## config.mk

```make
export PLATFORM = sky130hd
export DESIGN_NAME = mem_bist_seq
export DESIGN_NICKNAME = d
export VERILOG_FILES = /design/src/rtl/mem_bist_seq.sv
export SDC_FILE = /design/constraint.sdc
export NUM_CORES = 1
export LEC_CHECK = 0
export ABC_CLOCK_PERIOD_IN_PS = 2800
export BUFFER_PORTS_ARGS = -buffer_cell sky130_fd_sc_hd__buf_2
export CORE_MARGIN = 2
export CORE_UTILIZATION = 45
export DETAILED_ROUTE_END_ITERATION = 12
export GPL_ROUTABILITY_DRIVEN = 0
export PLACE_DENSITY = 0.68
export SETUP_SLACK_MARGIN = 0.3
export SLEW_MARGIN = 5
export SYNTH_ARGS = -nofsm -noshare
export SYNTH_HDL_FRONTEND = slang
export SYNTH_SLANG_ARGS = --single-unit
```

## constraint.sdc

```tcl
create_clock -name sys_clk -period 2.8 [get_ports sys_clk]
set_input_delay 0.14 -clock sys_clk [delete_from_list [all_inputs] [get_ports sys_clk]]
set_output_delay 0.14 -clock sys_clk [all_outputs]
set_load 0.01 [all_outputs]
```

## src/rtl/mem_bist_seq.sv

```systemverilog
`default_nettype none
// +----------------------------------------------------------------------------+
// | Module     : mem_bist_seq                                                  |
// | Description: Memory BIST sequencer. Writes an address-derived pattern to   |
// |              N_WORDS addresses (BASE_ADDR + i*STRIDE, wrapping mod 2^27),  |
// |              reads them back and compares. Reports pass/fail, a saturating |
// |              error count and the first failing address.                    |
// |              Optional per-request watchdog: define MEM_BIST_TIMEOUT_EN.    |
// | Revision   : 1.0 - initial release                                         |
// +----------------------------------------------------------------------------+
module mem_bist_seq #(
  parameter int          N_WORDS        = 1024,
  parameter logic [26:0] BASE_ADDR      = 27'h0,
  parameter logic [26:0] STRIDE         = 27'h1,
  parameter logic [31:0] SEED           = 32'hA5A5_0000,
  parameter int          TIMEOUT_CYCLES = 4096
) (
  input  logic        sys_clk,
  input  logic        rst,
  input  logic        start,
  // cpu_req_type, flattened
  output logic [26:0] cpu_req_addr,
  output logic [31:0] cpu_req_data,
  output logic        cpu_req_rw,
  output logic        cpu_req_valid,
  // cpu_result_type, flattened
  input  logic [31:0] cpu_res_data,
  input  logic        cpu_res_ready,
  output logic        busy,
  output logic        done,
  output logic        pass,
  output logic [15:0] err_count,
  output logic [26:0] first_fail_addr,
  output logic        timeout,
  output logic        led_memory
);

  localparam logic [15:0] c_LAST_IDX = 16'(N_WORDS - 1);

  typedef enum logic [2:0] {
    S_IDLE  = 3'd0,
    S_WRITE = 3'd1,
    S_WGAP  = 3'd2,
    S_READ  = 3'd3,
    S_RGAP  = 3'd4,
    S_DONE  = 3'd5
  } state_t;

  state_t      state_q, state_d;
  logic [15:0] idx_q, idx_d;
  logic [26:0] addr_q, addr_d;
  logic [31:0] data_q, data_d;
  logic        rw_q, rw_d;
  logic        valid_q, valid_d;
  logic        busy_q, busy_d;
  logic        done_q, done_d;
  logic        pass_q, pass_d;
  logic [15:0] err_q, err_d;
  logic [26:0] ffa_q, ffa_d;
  logic        led_q, led_d;

`ifdef MEM_BIST_TIMEOUT_EN
  localparam logic [31:0] c_TIMEOUT = 32'(TIMEOUT_CYCLES);
  logic [31:0] wdog_q, wdog_d;
  logic        to_q, to_d;
`endif

  logic [26:0] w_addr_next;
  logic        w_last;
  logic        w_mismatch;

  // Expected word for an address: SEED ^ (a << 5) ^ a on 32 bits.
  function automatic logic [31:0] pat(input logic [26:0] a);
    return SEED ^ {a, 5'd0} ^ {5'd0, a};
  endfunction

  assign w_addr_next = addr_q + STRIDE;
  assign w_last      = (idx_q == c_LAST_IDX);
  assign w_mismatch  = (cpu_res_data != pat(addr_q));

  // Next-state and registered-output computation for the BIST sequence.
  always_comb begin
    state_d = state_q;
    idx_d   = idx_q;
    addr_d  = addr_q;
    data_d  = data_q;
    rw_d    = rw_q;
    valid_d = valid_q;
    busy_d  = busy_q;
    done_d  = done_q;
    pass_d  = pass_q;
    err_d   = err_q;
    ffa_d   = ffa_q;
    led_d   = led_q;
`ifdef MEM_BIST_TIMEOUT_EN
    to_d    = to_q;
    wdog_d  = wdog_q;
`endif

    case (state_q)
      S_IDLE, S_DONE: begin
        if (start) begin
          state_d = S_WRITE;
          idx_d   = 16'd0;
          addr_d  = BASE_ADDR;
          data_d  = pat(BASE_ADDR);
          rw_d    = 1'b1;
          valid_d = 1'b1;
          busy_d  = 1'b1;
          done_d  = 1'b0;
          pass_d  = 1'b0;
          err_d   = 16'd0;
          ffa_d   = 27'd0;
          led_d   = 1'b0;
`ifdef MEM_BIST_TIMEOUT_EN
          to_d    = 1'b0;
`endif
        end
      end

      S_WRITE: begin
        if (cpu_res_ready) begin
          state_d = S_WGAP;
          valid_d = 1'b0;
        end
      end

      S_WGAP: begin
        valid_d = 1'b1;
        if (w_last) begin
          // Switch to the read-back pass from the first address again.
          state_d = S_READ;
          idx_d   = 16'd0;
          addr_d  = BASE_ADDR;
          data_d  = 32'd0;
          rw_d    = 1'b0;
        end else begin
          state_d = S_WRITE;
          idx_d   = idx_q + 16'd1;
          addr_d  = w_addr_next;
          data_d  = pat(w_addr_next);
          rw_d    = 1'b1;
        end
      end

      S_READ: begin
        if (cpu_res_ready) begin
          state_d = S_RGAP;
          valid_d = 1'b0;
          if (w_mismatch) begin
            if (err_q != 16'hFFFF) begin
              err_d = err_q + 16'd1;
            end
            if (err_q == 16'd0) begin
              ffa_d = addr_q;
            end
          end
        end
      end

      S_RGAP: begin
        if (w_last) begin
          state_d = S_DONE;
          busy_d  = 1'b0;
          done_d  = 1'b1;
          pass_d  = (err_q == 16'd0);
          led_d   = (err_q == 16'd0);
        end else begin
          state_d = S_READ;
          idx_d   = idx_q + 16'd1;
          addr_d  = w_addr_next;
          data_d  = 32'd0;
          rw_d    = 1'b0;
          valid_d = 1'b1;
        end
      end

      default: begin
        state_d = S_IDLE;
        valid_d = 1'b0;
        busy_d  = 1'b0;
      end
    endcase

`ifdef MEM_BIST_TIMEOUT_EN
    // Watchdog restarts on each newly issued request and counts stalled cycles.
    if (valid_d && !valid_q) begin
      wdog_d = 32'd0;
    end else if (valid_q && !cpu_res_ready) begin
      wdog_d = wdog_q + 32'd1;
      if (wdog_d >= c_TIMEOUT) begin
        state_d = S_DONE;
        valid_d = 1'b0;
        busy_d  = 1'b0;
        done_d  = 1'b1;
        pass_d  = 1'b0;
        led_d   = 1'b0;
        to_d    = 1'b1;
      end
    end
`endif
  end

  // State and output registers with synchronous reset.
  always_ff @(posedge sys_clk) begin
    if (rst) begin
      state_q <= S_IDLE;
      idx_q   <= 16'd0;
      addr_q  <= 27'd0;
      data_q  <= 32'd0;
      rw_q    <= 1'b0;
      valid_q <= 1'b0;
      busy_q  <= 1'b0;
      done_q  <= 1'b0;
      pass_q  <= 1'b0;
      err_q   <= 16'd0;
      ffa_q   <= 27'd0;
      led_q   <= 1'b0;
    end else begin
      state_q <= state_d;
      idx_q   <= idx_d;
      addr_q  <= addr_d;
      data_q  <= data_d;
      rw_q    <= rw_d;
      valid_q <= valid_d;
      busy_q  <= busy_d;
      done_q  <= done_d;
      pass_q  <= pass_d;
      err_q   <= err_d;
      ffa_q   <= ffa_d;
      led_q   <= led_d;
    end
  end

`ifdef MEM_BIST_TIMEOUT_EN
  // Watchdog counter and sticky timeout flag.
  always_ff @(posedge sys_clk) begin
    if (rst) begin
      wdog_q <= 32'd0;
      to_q   <= 1'b0;
    end else begin
      wdog_q <= wdog_d;
      to_q   <= to_d;
    end
  end

  assign timeout = to_q;
`else
  // No watchdog in this build: requests wait for ready indefinitely.
  // TIMEOUT_CYCLES has no effect here; it is referenced only so both builds
  // elaborate the same parameter set cleanly.
  assign timeout = 1'b0 & (TIMEOUT_CYCLES != 0);
`endif

  assign cpu_req_addr    = addr_q;
  assign cpu_req_data    = data_q;
  assign cpu_req_rw      = rw_q;
  assign cpu_req_valid   = valid_q;
  assign busy            = busy_q;
  assign done            = done_q;
  assign pass            = pass_q;
  assign err_count       = err_q;
  assign first_fail_addr = ffa_q;
  assign led_memory      = led_q;

endmodule
`default_nettype wire

```

# Word-level counts from Yosys, hierarchy flattened
# Cells that the tools add are included.
# classes
mux,40
bitwise,5
n_eq_ne,17
addsub,3
reduce_logical,15
# op_table
cell,n
two-way mux 27 bit,6
two-way mux 16 bit,6
two-way mux 32 bit,3
case mux 32 bit (3 select lines),1
case mux 27 bit (3 select lines),1
XOR 32 x 27 -> 32 bit,2
case mux 27 bit (2 select lines),1
case mux 16 bit (3 select lines),1
adder 16 x 1 -> 16 bit (second input constant),2
inequality test 32 bit,1
case mux 16 bit (2 select lines),1
adder 27 x 1 -> 27 bit (second input constant),1
equality test 16 x 10 -> 1 bit (second input constant),1
zero test 16 bit,1
inequality test 16 bit (second input constant),1
inequality test 2 bit (second input constant),8
inverter 8 bit,2
case mux 3 bit (5 select lines),1
AND reduction 3 bit,5
two-way mux 3 bit,4
AND reduction 5 bit,2
two-way mux 1 bit,9
equality test 3 x 2 -> 1 bit (second input constant),2
equality test 3 bit (second input constant),2
12 further kinds,16
# totals
in_bits,36
output_inout_bits,109
word_cells,91
ff_bits,126

# Longest topological paths before layout
# Gate-level depths: netlist of run 1.
# depth
ltp_word,6
ltp_mapped,11
ltp_nobuf,8

# Worst setup path after synthesis of run 1
# OpenSTA, ideal clock, no wires.
# synth_path
path_type,reg-to-reg
start,register addr_q[1] (netlist: cpu_req_addr[1])
end,register ffa_q[10] (netlist: first_fail_addr[10])
setup_slack_ns,0.398
setup_ns,0.132
required_time_ns,2.668
path_buffers,3
period_less_slack_ns,2.402
t_arrival_ns,2.270
stages_incl_launch_ff,11
cell_sequence,dfxtp_1 > clkbuf_1 > xnor2_1 > nand4_1 > a2111oi_4 > o211ai_2 > or4_4 > buf_6 > buf_6 > nand4_1 > a21oi_1
# synth_between
elab_chain_len,4
# synth_rtl
element,line_no,text
"start, declared",51,"logic [26:0] addr_q, addr_d;"
"start signal, assigned",222,addr_q <= addr_d;
XOR 32 x 27 -> 32 bit,74,"return SEED ^ {a, 5'd0} ^ {5'd0, a};"
inequality test 32 bit,79,assign w_mismatch = (cpu_res_data != pat(addr_q));
inequality test 2 bit (no source line),-,
AND reduction 5 bit (no source line),-,
"end signal, assigned",217,ffa_q <= 27'd0;
"end signal, assigned",230,ffa_q <= ffa_d;
"end, declared",59,"logic [26:0] ffa_q, ffa_d;"
# No other way between the ends.
# A chain may end at the register's enable or synchronous reset.

# Final worst setup path of run 1
# layout_path
start,register addr_q[8] (netlist: cpu_req_addr[8])
end,register err_q[9] (netlist: err_count[9])
# layout_between
elab_chain_len,4
# layout_rtl
element,line_no,text
XOR 32 x 27 -> 32 bit,74,
inequality test 32 bit,79,
inequality test 2 bit (no source line),-,
AND reduction 5 bit (no source line),-,
"end signal, assigned",229,err_q <= err_d;
"end, declared",58,"logic [15:0] err_q, err_d;"
# No other way between the ends.

==> run summary, run 1 <==
Run status = completed
Core box area = 14500 sq um
Final slew viol count = 0
Final hold violation count = 0
Die H = 126 um
Peak supply drop = 0.387 mV
CTS tree = yes
Max stage delay cell, worst path = or3_4
M2 GR Usage = 40.2%
WP data arrival = 2.71 ns
Slew margin rel. = 57.2%
Deepest clock path buffer count = 2
Synthesis Warnings = 0
H-Tree Depth = 4
Clock Pin Slew Worst Setup and Hold Paths = 0.06 ns
Syn Std Cell Area = 6660 sq um
DRT antenna net count = 0
Fin util = 58.0%
Max-cap violation count = 0
Worst-Margin Slew = 0.642 ns
Die X = 126 um
Most frequent cells in the layout = buf_2, dfxtp_1, nor2_1
Mapped Cells = 822
Port bufs = 143
Layout net count = 1005
Worst reg2reg path depth = 8
Max Fclk = 416 MHz
DR WL/cell = 17.8 um
Vias in the first global route = 5898
Worst slack at placement = 0.254 ns
Global router's overall resource usage = 25.1%
Top cell type by total area after synthesis = dfxtp_1
Reg2reg setup slack = 0.40 ns
Required @ worst endpoint = 3.11 ns
Min-Delay Endpoint = state_q[2]
R2R Path Start = cpu_req_addr[8]
Min Tclk post-route = 2.40 ns
Setup TNS = 0 ns
LEAKAGE = 3.35 nW
Met3 usage = 5.90%
Vias = 6652
TritonRoute pass-1 iters = 5
Congestion Overflow GR = 0
Final HPWL DP = 14300 um
Vias per cell = 5.72
Layout cells sized above 1 = 26.0%
Mean post-synth cell area = 8.10 sq um
Synth Register Bits = 126
Number of CTS-inserted buffers = 17
Area growth from synthesis to layout = 26.0%
RSZ-0062 raised after global routing = yes
Syn Nets = 862
Row count = 44
Share of flip-flops with an asynchronous set or reset = 0%
First-pass GRT wire length = 31500 um
Top cells by area, synth = dfxtp_1, xnor2_1, a21oi_1
Critical path type = reg -> reg
Register area share after synthesis = 37.9%
R2R Path End = err_count[9]
Initial Util = 46.0%
CP max FO = 27
Min-delay worst type = in -> reg
Yosys top cell area share = 37.9%
GRT Max-Usage Layer = met2
Initial drt markers = 642
Root Driver = clkbuf_16
Initial antenna violation count = 0
CTS sink cnt = 126
Placed Cells = 1121
Hold path start = cpu_res_ready
Worst skew pair latency = 0.43 ns
Worst Skew = 0.0111 ns
Fin worst setup slack = 0.398 ns
Setup Viol. Count Final = 0
Synth Flop Type = dfxtp_1
Ant diodes = 0
Crit. End Element = register
Die area = 15800 sq um
Non-Filler Instances = 1162
I/O pin total = 145
Final worst-path cycle share = 85.8%
Commonest non-fill, non-tap cell in the layout = buf_2
PwrDens = 554 nW/um^2
Hold Crit Depth = 3
Netlist cell types = 56
CP Cell Sequence = xor2_2 -> xnor2_1 -> nand4_1 -> or3_4 -> nor4_4 -> clkbuf_16 -> nor3_1 -> mux2i_1
Critical Path Start Type = register
Total power = 0.00465 W
Drc violations = 0
Fillcell total = 1339
Met1 Track Usage GR = 32.8%
EDFF count, synth = 0
Largest net degree at the start of global routing = 59
WL final = 20600 um
CP max stage delay = 0.45 ns
## layout make-up
class / instances / area (sq um) / share of cell area [%]
Clock buffer: 18 / 429 / 5.11
Clock inverter: 14 / 193 / 2.30
Inverter: 16 / 60.1 / 0.716
Multi-Input combinational cell: 610 / 3820 / 45.5
Sequential cell: 126 / 2530 / 30.2
Tap cell: 184 / 230 / 2.74
Timing Repair Buffer: 194 / 1130 / 13.4
## stage by stage
| step | hold slack (ns) | cell area [sq um] |
|---|---|---|
| after floorplan | 0.312 | 6660 |
| after global placement | 0.439 | 7610 |
| after detailed placement | 0.449 | 7610 |
| after CTS | 0.0466 | 8240 |
| after global routing | 0.0806 | 8390 |
| final | 0.0540 | 8390 |
## sequential cells by signal (all words and copies together), names as in the netlist
name / flops
cpu_req_data: 32
cpu_req_addr: 27
first_fail_addr: 27
err_count: 16
idx_q: 16
state_q: 3
busy: 1
cpu_req_rw: 1
cpu_req_valid: 1
done: 1
led_memory: 1
## logic make-up after synthesis
group	share of synthesized area, %
xor gates and xnor gates	14.6
and+or+nand+nor	24.2
DFF	37.9
other	0.0563
buffers and inverters	6.14
muxes	0.301
adders and majority gates	0.751
AOI/OAI and AO/OA	16.2
## power by group
part | leakage [nW] | switching (W) | internal, W | total [W]
sequential | 1.02 | 0.0000268 | 0.00183 | 0.00185
combinational | 2.04 | 0.000289 | 0.000164 | 0.000453
clock | 0.285 | 0.000860 | 0.00149 | 0.00235
## cell usage after synthesis, types with 2 or more instances
library cell	n
nand2_1	42
nor4_1	7
buf_2	17
ha_1	4
mux2i_1	2
o22ai_1	5
clkbuf_2	4
and3_1	13
clkbuf_1	42
o21ai_0	51
nand2b_1	7
o21a_1	2
xnor2_1	68
o31ai_1	5
nor2_1	100
or4_1	8
dfxtp_1	126
a311oi_1	2
a22oi_1	23
a21oi_1	75
nand4b_1	2
a21o_1	2
nand3b_1	2
nor2b_1	2
nand4_1	58
and4_1	4
nor3_1	20
nor3b_1	2
o211ai_1	3
nor4_2	2
or3_1	11
buf_4	4
and2_1	2
nand3_1	22
inv_1	16
buf_6	5
a31oi_1	3
xor2_1	41
## routing by layer
layer,up-vias,share of wire [%]
met3,44,5.1
li1,3205,-
met1,3159,45
met2,244,47
met4,0,2.8
met5,-,0
## how the worst max path moves through the flow
stage,from,endpoint,slack [ns],cells after the start
finish,cpu_req_addr[8],err_count[9],0.40,8
global route,cpu_req_addr[1],err_count[7],0.27,8
CTS,cpu_req_addr[9],err_count[14],0.33,7
detailed placement,cpu_req_addr[8],err_count[14],0.25,7
global placement,cpu_req_addr[8],err_count[14],0.27,7
floorplan,cpu_req_addr[1],first_fail_addr[10],0.40,10
## worst max-delay path, delay by kind of cell, from the launching register on
kind,cells,cell delay (ns)
buf+inv,1,0.29
simple gates,4,1.12
xor+xnor,2,0.33
mux,1,0.12
flops,1,0.42
## timing repair
item	in CTS	in global routing
cloned	0	3
pin swaps	0	4
resized for setup	2	18
endpoints found under the setup margin	29	55
setup buffers	0	6
hold buffers	0	0
Power figures use the tool's default switching activity.
==> inputs of run 2 (changes only) <==
CORE_UTILIZATION = 55   (was 45)
PLACE_DENSITY = 0.81   (was 0.68)
==> run 2 against run 1 <==
Compared with the run above: non-clock buffer count down 3; combinational power up 2%; cell area down 0.12%; core utilization up 12 points; clock skew down 0.0058 ns; highest routed layer unchanged; critical endpoint is now err_count[14]; die area down 18%; register-to-register slack worse by 0.13 ns; setup slack worse by 0.13 ns; power up 4.5%; cell count down 3.4%; flip-flop and latch count unchanged.
==> run summary, run 2 (synthesis gave the netlist of run 1 again) <==
CTS tree = yes
Crit. End Element = register
Hold-fix buffers, CTS = 0
Vias = 6926
Vias per cell = 6.17
CTS sink cnt = 126
Port bufs = 143
Layout cells sized above 1 = 26.1%
Drc violations = 0
Critical Path Start Type = register
Crit path buf inv count = 0
I/O pin total = 145
Max Fclk = 395 MHz
Die area = 13000 sq um
Number of CTS-inserted buffers = 17
Vias in the first global route = 6246
Setup Viol. Count Final = 0
Reported net switching power = 0.00118 W
Initial drt markers = 814
DR WL/cell = 18.3 um
Max reg flops = 32
Fin worst setup slack = 0.271 ns
Final slew viol count = 0
Die X = 114 um
Most frequent cells in the layout = buf_2, dfxtp_1, nor2_1
Placed Area = 7560 sq um
Core box area = 11900 sq um
Worst Skew = 0.00536 ns
Final Instance Area = 8380 sq um
Max-cap violation count = 0
Clock Power Share = 52.3%
Final HPWL DP = 13800 um
Commonest non-fill, non-tap cell in the layout = buf_2
DRT antenna net count = 0
Final worst-path cycle share = 90.3%
Internal Power = 0.00369 W
TritonRoute pass-1 iters = 5
Critical path's top delay family = simple AND/OR/NAND/NOR gates
WL final = 20500 um
Critical Path Start = cpu_req_addr[3]
Largest net degree at the start of global routing = 40
Fin util = 70.4%
LEAKAGE = 3.36 nW
Area growth from synthesis to layout = 25.8%
Setup TNS = 0 ns
Min Tclk post-route = 2.53 ns
Max stage delay cell, worst path = or4_4
Min-delay worst type = in -> reg
Non-Filler Instances = 1122
PwrDens = 580 nW/um^2
H-Tree Depth = 4
Row count = 40
Worst slack at placement = 0.121 ns
Die H = 114 um
Initial Util = 55.9%
Ant diodes = 0
Sequential share of power = 38.3%
Placed Cells = 1083
RSZ-0062 raised after global routing = yes
CP max FO = 15
Run status = completed
Worst-Margin Slew = 0.674 ns
First-pass GRT wire length = 32100 um
Layout net count = 1002
CP max stage delay = 0.68 ns
Sw frac = 24.2%
Critical path type = reg -> reg
Required @ worst endpoint = 3.09 ns
Root Driver = clkbuf_16
Global router's overall resource usage = 31.1%
WP data arrival = 2.82 ns
R2R Path Start = cpu_req_addr[3]
Congestion Overflow GR = 0
Worst skew pair latency = 0.42 ns
Hold path start = cpu_res_ready
Peak supply drop = 0.391 mV
Initial antenna violation count = 0
Gate power share = 9.5%
Slew margin rel. = 54.8%
CP Cell Sequence = xor2_1 -> nor4_1 -> o211ai_1 -> or4_4 -> a31oi_1 -> nor3_1
Clock Pin Slew Worst Setup and Hold Paths = 0.06 ns
Final hold violation count = 0
Deepest clock path buffer count = 2
Reg2reg setup slack = 0.27 ns
==> run 2: per-stage QoR <==
step / power (W) / hold slack (ns)
after floorplan: 0.00216 / 0.312
after global placement: 0.00231 / 0.439
after detailed placement: 0.00232 / 0.441
after CTS: 0.00485 / 0.0326
after global routing: 0.00501 / 0.0712
final: 0.00486 / 0.0498
==> run 2: what timing repair did <==
action | in CTS | in global routing
setup buffers | 0 | 5
gates cloned | 1 | 1
gates resized for setup | 3 | 20
endpoints found under the setup margin | 36 | 116
pin swaps | 1 | 2
==> run 2: routing by layer <==
metal	part of all wire, %	GRT usage (%)
met1	40	39.5
met2	47	50.2
met3	8.7	6.35
met4	4.2	15.8
met5	0	0
==> run 2: final cells by class <==
class | instances | area, sq um
inverter | 16 | 60.1
sequential | 126 | 2530
clock inverter | 14 | 240
tap | 147 | 184
fill | 958 | 3530
multi-input combinational | 610 | 3830
clock buffer | 18 | 439
timing repair buffer | 191 | 1100
==> run 2: worst paths after layout <==
| check | endpoint | cells past startpoint |
|---|---|---|
| max | err_count[14] | 6 |
| min | state_q[2] | 3 |
| max reg2reg | err_count[14] | 6 |
| min reg2reg | cpu_req_data[20] | 2 |
==> run 2: worst reg2reg max path, cell delays in order (launching register included) <==
cell and delay, ns:
dfxtp_1 0.56, xor2_1 0.14, nor4_1 0.45, o211ai_1 0.29
or4_4 0.68, a31oi_1 0.22, nor3_1 0.07
==> run 2: power groups by stage <==
| stage | Sequential [W] | Combinational [W] | Clock [W] |
|---|---|---|---|
| finish | 0.00186 | 0.000461 | 0.00254 |
| global route | 0.00186 | 0.000498 | 0.00265 |
| CTS | 0.00186 | 0.000433 | 0.00256 |
| detailed placement | 0.00190 | 0.000423 | 0 |
| global placement | 0.00189 | 0.000420 | 0 |
| floorplan | 0.00190 | 0.000267 | 0 |
